$ cat src/rtl/pool_window_gen.sv
// ---------------------------------------------------------------------------
// PoolWindowGen (module pool_window_gen)
//
// Purpose:
//    Turns a raster-order stream of signed 8-bit conv pixels into the
//    non-overlapping 2x2 windows consumed by a downstream max-pool stage.
//    Even rows are parked in a one-row line buffer. On odd rows the
//    even-column pixel is held in a register. The odd-column pixel then
//    completes the window, which is loaded into the output register on the
//    same clock edge.
//
// Ports:
//    clk        in   1   single clock, rising edge
//    rst        in   1   synchronous reset, active-high
//    in_valid   in   1   in_data carries a valid pixel
//    in_ready   out  1   block accepts in_data this cycle
//    in_data    in   8   signed pixel, row-major, column 0 first
//    out_valid  out  1   win0..win3 / out_last hold a valid window
//    out_ready  in   1   downstream accepts the window
//    win0..3    out  8   top-left, top-right, bottom-left, bottom-right
//    out_last   out  1   window is the last one of the frame
//
// Parameters:
//    IMG_W, IMG_H  feature-map width/height; both even and >= 2
//
// Configuration macro:
//    POOL_WIN_RELU_EN  when defined, negative pixels are clamped to 0 before
//                      they are stored or placed in a window
// ---------------------------------------------------------------------------
module pool_window_gen #(
   parameter int IMG_W = 24,
   parameter int IMG_H = 24
) (
   input  logic              clk,
   input  logic              rst,
   input  logic              in_valid,
   output logic              in_ready,
   input  logic signed [7:0] in_data,
   output logic              out_valid,
   input  logic              out_ready,
   output logic signed [7:0] win0,
   output logic signed [7:0] win1,
   output logic signed [7:0] win2,
   output logic signed [7:0] win3,
   output logic              out_last
);

   localparam int CW = (IMG_W > 2) ? $clog2(IMG_W) : 1;
   localparam int RW = (IMG_H > 2) ? $clog2(IMG_H) : 1;
   localparam logic [CW-1:0] COL_LAST = CW'(IMG_W - 1);
   localparam logic [RW-1:0] ROW_LAST = RW'(IMG_H - 1);

   typedef enum logic {
      EVEN_ROW = 1'b0,
      ODD_ROW  = 1'b1
   } state_t;

   state_t             r_state;
   logic [CW-1:0]      r_col;
   logic [RW-1:0]      r_row;
   logic signed [7:0]  r_hold;
   logic signed [7:0]  r_lbuf [IMG_W];
   logic               r_outValid;
   logic               r_outLast;
   logic signed [7:0]  r_win0;
   logic signed [7:0]  r_win1;
   logic signed [7:0]  r_win2;
   logic signed [7:0]  r_win3;

   logic signed [7:0]  w_pix;
   logic               w_inXfer;
   logic               w_colLast;
   logic               w_rowLast;
   logic [CW-1:0]      w_colPrev;

   // Optional rectification. Every consumer of the incoming pixel (line
   // buffer, hold register, window) sees the same value, so clamping here
   // covers all paths at once.
`ifdef POOL_WIN_RELU_EN
   assign w_pix = in_data[7] ? 8'sd0 : in_data;
`else
   assign w_pix = in_data;
`endif

   // Only the window-completing pixel (odd row, odd column) must wait for
   // room in the output register. Every other pixel goes into the line
   // buffer or the hold register and can always be taken.
   assign in_ready  = (r_state == EVEN_ROW) || !r_col[0] || !r_outValid || out_ready;
   assign w_inXfer  = in_valid && in_ready;
   assign w_colLast = (r_col == COL_LAST);
   assign w_rowLast = (r_row == ROW_LAST);

   // A window is completed only at an odd column. Its left-hand column is
   // therefore the current column with bit 0 cleared.
   assign w_colPrev = r_col & ~CW'(1);

   // Line buffer holding the even row of the current row pair. It has no
   // reset: each entry is rewritten on the even row before the odd row
   // reads it.
   always_ff @(posedge clk) begin
      if (!rst && w_inXfer && (r_state == EVEN_ROW)) begin
         r_lbuf[r_col] <= w_pix;
      end
   end

   // Main control. This block advances the raster position and toggles the
   // even/odd row state at each row end. It also captures the bottom-left
   // pixel and assembles the registered output window. When a completing
   // input arrives in the same cycle as an output transfer, the later
   // assignment below wins. The new window then replaces the old one and
   // out_valid stays high.
   always_ff @(posedge clk) begin
      if (rst) begin
         r_state    <= EVEN_ROW;
         r_col      <= '0;
         r_row      <= '0;
         r_hold     <= '0;
         r_outValid <= 1'b0;
         r_outLast  <= 1'b0;
         r_win0     <= '0;
         r_win1     <= '0;
         r_win2     <= '0;
         r_win3     <= '0;
      end else begin
         if (r_outValid && out_ready) begin
            r_outValid <= 1'b0;
         end
         if (w_inXfer) begin
            if (r_state == ODD_ROW) begin
               if (!r_col[0]) begin
                  r_hold <= w_pix;
               end else begin
                  r_win0     <= r_lbuf[w_colPrev];
                  r_win1     <= r_lbuf[r_col];
                  r_win2     <= r_hold;
                  r_win3     <= w_pix;
                  r_outValid <= 1'b1;
                  r_outLast  <= w_rowLast && w_colLast;
               end
            end
            if (w_colLast) begin
               r_col   <= '0;
               r_row   <= w_rowLast ? '0 : r_row + 1'b1;
               r_state <= (r_state == EVEN_ROW) ? ODD_ROW : EVEN_ROW;
            end else begin
               r_col <= r_col + 1'b1;
            end
         end
      end
   end

   assign out_valid = r_outValid;
   assign out_last  = r_outLast;
   assign win0      = r_win0;
   assign win1      = r_win1;
   assign win2      = r_win2;
   assign win3      = r_win3;

endmodule
$ cat config.mk
export PLATFORM = sky130hd
export DESIGN_NAME = pool_window_gen
export DESIGN_NICKNAME = d
export VERILOG_FILES = /design/src/rtl/pool_window_gen.sv
export SDC_FILE = /design/constraint.sdc
export NUM_CORES = 1
export LEC_CHECK = 0
export ABC_AREA = 0
export BUFFER_PORTS_ARGS = -buffer_cell sky130_fd_sc_hd__buf_4
export CELL_PAD_IN_SITES_DETAIL_PLACEMENT = 0
export CELL_PAD_IN_SITES_GLOBAL_PLACEMENT = 1
export CORE_ASPECT_RATIO = 1.4
export CORE_MARGIN = 3
export CORE_UTILIZATION = 50
export DETAILED_ROUTE_END_ITERATION = 12
export GPL_TIMING_DRIVEN = 0
export PLACE_DENSITY = 0.84
export SLEW_MARGIN = 20
export SYNTH_ARGS = -nofsm -noshare
export SYNTH_HDL_FRONTEND = slang
export SYNTH_SLANG_ARGS = --single-unit
$ cat constraint.sdc
create_clock -name clk -period 2.9 [get_ports clk]
set_clock_uncertainty 0.2 [all_clocks]
set_input_delay 0.725 -clock clk [delete_from_list [all_inputs] [get_ports clk]]
set_output_delay 0.725 -clock clk [all_outputs]
set_load 0.1 [all_outputs]
==> results by group, run 1 <==
Run
  – MaxCap Viol Count: 0

STA
  – Post-route minimum period: 2798 ps
  – Peak Freq: 357.3 MHz
  – Final hold violation count: 0
  – Period Utilization, post-route: 0.9650
  – Slew headroom: 0.3946
  – Final setup viols: 0
  – Measured slew at the worst slew-check pin: 903.1 ps
  – RSZ-0062 raised after global routing: false
  – TNS Setup: 0 ps
  – Min setup slack post-route: 101.5 ps
  – Final Max Tran Viols: 0

Clock network
  – Post-CTS Setup Repair Bufs: 0
  – Num CTS Buffers: 23
  – CTS tree: yes
  – Clock Latency Late Sink: between 500 and 600 ps
  – CTS resizes: 0
  – # H-tree levels: 1
  – Clk buf depth: 3
  – Clock transition at path regs: around 70 ps
  – Root Buffer: clkbuf_16
  – Total clock sinks: ~250
  – Hold buffer count at cts: 0

Cells and area
  – Fillers: between 1000 and 1500
  – Ant. Diodes: 0
  – Net count, final: between 700 and 800
  – Synthesis-to-layout area growth: 14.27%
  – Layout Utilization: 0.5876
  – Final Cell Area: about 0.011 mm2
  – Share of cells above drive strength 1: 0.1655

Global routing
  – Initial antenna violation count: 0
  – First-pass GRT wire length: 34950 um
  – Vias in the first global route: 6111
  – Largest net degree at the start of global routing: 27
  – Total global routing overflow: 0
  – Total GRT Usage: 0.2236

Synth
  – Area leader, netlist: edfxtp_1
  – Ys Warns: 0
  – Synth cell count leaders: edfxtp_1 (192), mux2i_1 (80), nor2_1 (54)
  – EDFF count, synth: approximately 190
  – Sequential fraction of the synthesis area: 0.7052
  – Synth Net Count: between 600 and 700
  – Post-Syn Area per Cell: 14.85 um2
  – Count of cell types in the netlist: 50
  – Top-count cell post-synth: edfxtp_1
  – Yosys reg bits: 245
  – Synthesized area: a little under 0.01 mm2
  – Top cell type's share of synthesized area: 0.5956
  – Main synth FF type: edfxtp_1
  – Synth area leaders: edfxtp_1 (60%), dfxtp_1 (11%), mux2i_1 (8.3%), mux4_2 (2.8%), nor2_1 (2.1%)
  – Ys async rst share: 0
  – Synth Instances: approximately 650

Die
  – Die height: 170.6 um
  – Effective utilization at floorplan: 0.5143
  – FP Rows: 59
  – Ports: 47
  – Die footprint: 0.02109 mm2
  – Core Area: 0.01882 mm2
  – Die Width: 123.6 um

Setup path
  – Crit-path slowest cell: nor2_1
  – CP dominant cell by count: buf_4
  – Max stage delay on crit path: 700 ps
  – CP max FO: 10
  – Worst EP required: 2830 ps
  – Critical Path Start Type: register
  – Crit path cell chain: buf_2 > buf_4 > buf_4 > inv_1 > ha_1 > nand2_1 > nor2_1
  – Crit path kind: reg2reg
  – Critical path endpoint category: register
  – Critical path data arrival time: 2730 ps
  – Delay-heaviest family, CP: simple AND/OR/NAND/NOR gates
  – Buf+Inv Stages, Crit Path: 4

Placement
  – Placed Area: 0.01033 mm2
  – DP HPWL: 15990 um
  – RePlAce Congestion: roughly 0.87
  – I/O Buffers: 44
  – Setup slack at placement: -200.0 ps

Drt
  – Total Routed Length: approximately 23000 um
  – Vias per cell: around 6
  – DRT antenna net count: 0
  – Drt wl/cell: between 20 and 25 um
  – Drt pass-1 iters: 5
  – Via Count: 5940
  – Residual DRC: 0
  – Initial drt markers: 488

Hold path
  – Worst min-delay path class: reg2reg

Pwr
  – Maximum vdd ir drop: 458.1 uV
  – Leakage: 0.003677 uW
  – Total Power: between 7000 and 8000 uW
  – Cell area power density: 634.9 mW/mm2

Outcome
  – Status: complete, no violations
cells in the final DEF (no fill, tap or decap), types with 12 or more instances in the layout:
| cell | instances |
|---|---|
| o22ai_1 | 16 |
| dfxtp_1 | 53 |
| buf_4 | 52 |
| clkbuf_1 | 17 |
| a21oi_1 | 35 |
| buf_2 | 14 |
| nor2_1 | 52 |
| edfxtp_1 | 192 |
| clkbuf_16 | 23 |
| mux2i_1 | 80 |
| a211oi_1 | 15 |
| nand2_1 | 46 |
| mux4_2 | 12 |
logic make-up (layout without fill, tap and decap cells):
group / after synthesis / in the layout / synth area share
compound gates: 113 / 113 / 0.07522
mux: 93 / 93 / 0.1134
buf+inv: 49 / 134 / 0.02779
flops: 245 / 245 / 0.7052
xor+xnor: 3 / 3 / 0.002715
simple gates: 144 / 144 / 0.06928
fa+ha+maj: 5 / 5 / 0.006462
per-layer routing:
metal  track usage  routed length [um]  part of all wire  vias up
met2        0.3786               11830              0.51      282
met4        0.1118                1084             0.047        0
met1        0.2775                8682              0.37     2971
li1              -                   -                 -     2632
met3       0.03439                1596             0.069       55
met5             0                   0                 0        -
final timing paths:
kind	to	cells past startpoint	start	slack, ps
max reg2reg	r_lbuf[21][3]	7	r_col[1]	100
min reg2reg	win3[5]	2	win3[5]	260
max	r_lbuf[21][3]	7	r_col[1]	100
min	win3[5]	2	win3[5]	260
through the flow:
stage | hold WS, ps | instances
6_report | 256.3 | 981
5_1_grt | 272.0 | 981
4_1_cts | 261.0 | 981
3_5_place_dp | 250.1 | 940
3_3_place_gp | 243.8 | 940
2_1_floorplan | 231.6 | 652
cell type report:
type / count / area, um2 / share of cell area
flip-flops and latches: 245 / 6827 / 0.6171
multi-input cells: 358 / 2604 / 0.2354
clock buffers: 26 / 596.8 / 0.05395
repair buffers: 44 / 330.3 / 0.02986
well taps: 244 / 305.3 / 0.02760
plain buffers: 44 / 250.2 / 0.02262
clock inverters: 15 / 130.1 / 0.01176
inverters: 5 / 18.77 / 0.001697
worst register-to-register path, stage by stage, from the launching register on:
cell and delay [ps]:
dfxtp_1 350, buf_2 190, buf_4 210, buf_4 230, inv_1 170, ha_1 170, nand2_1 190, nor2_1 700
sequential cells by signal, indices dropped and copies added (netlist names), 5 cells and up:
signal,count
r_col,5
r_hold,8
r_lbuf,192
r_row,5
win0,8
win1,8
win2,8
win3,8
power by group:
group / switching (uW) / leakage [uW] / internal [uW]
sequential: 5.78 / 0.00216 / 3790
combinational: 211 / 0.00116 / 104
clock: 1250 / 0.000361 / 1660
total: 1470 / 0.00368 / 5560
No activity file was read; power rests on OpenSTA's default activity.
==> inputs of run 2 (changes only) <==
--- a/config.mk
+++ b/config.mk
@@ -11,10 +11,10 @@
 export CELL_PAD_IN_SITES_GLOBAL_PLACEMENT = 1
 export CORE_ASPECT_RATIO = 1.4
 export CORE_MARGIN = 3
-export CORE_UTILIZATION = 50
+export CORE_UTILIZATION = 51
 export DETAILED_ROUTE_END_ITERATION = 12
-export GPL_TIMING_DRIVEN = 0
-export PLACE_DENSITY = 0.84
+export PLACE_DENSITY = 0.85
+export REMOVE_ABC_BUFFERS = 1
 export SLEW_MARGIN = 20
 export SYNTH_ARGS = -nofsm -noshare
 export SYNTH_HDL_FRONTEND = slang
==> results by group, run 2 (synthesized netlist as in run 1, its figures left out) <==
Drt
  – Drt wl/cell: 22.18 um
  – Via Count: about 5700
  – Residual DRC: 0
  – Total Routed Length: 21760 um
  – DRT antenna net count: 0
  – Drt pass-1 iters: 5
  – Initial drt markers: 522
  – Vias per cell: 5.848

Pwr
  – Cell area power density: 626.4 mW/mm2
  – Leakage: about 0.0037 uW
  – Maximum vdd ir drop: ~460 uV

Cells and area
  – Register with the most flip-flops: r_lbuf
  – Post-Layout Cell Count: 981
  – Net count, final: 738
  – Share of cells above drive strength 1: 0.1818
  – Commonest non-fill, non-tap cells in the layout: edfxtp_1 (192), buf_4 (87), mux2i_1 (80)
  – Synthesis-to-layout area growth: 15.02%
  – Max FFs per register: between 150 and 200
  – Ant. Diodes: 0
  – Most common cell after layout, fill and taps aside: edfxtp_1

Clock network
  – # H-tree levels: 1
  – Clock transition at path regs: 70 ps
  – Root Buffer: clkbuf_16
  – Post-CTS Setup Repair Bufs: 0
  – Num CTS Buffers: 23
  – Clk buf depth: 3
  – Clock Latency Late Sink: 500 ps
  – Hold buffer count at cts: 0
  – CTS tree: yes
  – Total clock sinks: 245

Hold path
  – Worst min-delay path class: reg2reg
  – Hold_sp: out_last
  – WHS Endpoint: out_last
  – Worst Hold Path Cells: 2

Die
  – Die height: 169.0 um
  – Die Width: 122.4 um
  – Core Area: 0.01860 mm2
  – Effective utilization at floorplan: 0.5204
  – Ports: 47
  – Die footprint: just over 0.02 mm2
  – FP Rows: between 50 and 60

Setup path
  – Critical Path Start Type: register
  – Register-to-Register Path Depth: 5
  – CP max FO: 17
  – Crit path kind: reg2out
  – Reg-to-Reg End: r_row[4]
  – Worst EP required: 1980 ps
  – R2r setup slk: 480 ps
  – Critical path endpoint category: output pin
  – Startpoint of the worst register-to-register path: r_col[1]
  – Critical path data arrival time: 1660 ps

STA
  – WHS: 256.3 ps
  – Peak Freq: between 300 and 400 MHz
  – Final hold violation count: 0
  – RSZ-0062 raised after global routing: false
  – Final setup viols: 0
  – Final Max Tran Viols: 0
  – Measured slew at the worst slew-check pin: between 600 and 700 ps
  – Post-route minimum period: 2586 ps
  – Slew headroom: 0.5804
  – Period Utilization, post-route: 0.8919

Global routing
  – Total GRT Usage: 0.2098
  – First-pass GRT wire length: ~33000 um
  – Total global routing overflow: 0
  – Vias in the first global route: ~5800
  – Largest net degree at the start of global routing: 55
  – Initial antenna violation count: 0

Placement
  – Placed insts: 940
  – DP HPWL: approximately 14000 um
  – RePlAce Congestion: ~0.88
  – I/O Buffers: 46

Outcome
  – Status: complete, no violations

Run
  – MaxCap Viol Count: 0
run 2: worst max path at each step:
stage | from | end | slack [ps]
after floorplan | r_col[1] | r_lbuf[23][0] | -2070
after global placement | r_col[2] | win0[6] | 440
after detailed placement | out_ready | win1[0] | 500
after CTS | r_col[0] | in_ready | 30
after global routing | r_col[0] | in_ready | 250
final | r_col[0] | in_ready | 310
run 2: area by class of cell:
cell class / instances / area [um2]
well taps: 244 / 305.3
fillers: 1429 / 7468
clock buffers: 28 / 594.3
repair buffers: 88 / 673.1
clock inverters: 13 / 126.4
inverters: 5 / 18.77
flip-flops and latches: 245 / 6832
multi-input cells: 358 / 2585
run 2: what timing repair did:
action	in CTS	in global routing
hold endpoints to repair	0	0
endpoints found under the setup margin	0	1
gates resized for setup	0	1
run 2: metal layers:
metal  vias to the layer above  global-route usage  wire [um]
li1                       2626                   -          -
met1                      2853              0.2479       8131
met2                       202              0.3822      11650
met3                        56             0.02507       1034
met4                         0             0.08772        940
met5                         -                   0          0
run 2: worst max-delay path: stages, from the launching register on:
cell and delay (ps):
dfxtp_2 590, nand4b_2 260, buf_4 310
run 2: where the power goes:
| part | internal, uW | switching [uW] |
|---|---|---|
| clock | 1640 | 1230 |
| combinational | 103 | 188 |
| sequential | 3790 | 16.6 |
| total | 5540 | 1440 |
run 2: stage by stage:
step	util	TNS [ps]	total power [uW]	worst slack (ps)	cell area (um2)
floorplan	-	-354220	4047	-2068	9430
global placement	0.5597	0	4168	436.9	10410
detailed placement	0.5597	0	4176	499.2	10410
CTS	0.5985	0	7015	26.32	11130
global route	0.5985	0	7153	246.6	11130
finish	0.5985	0	6975	313.6	11130
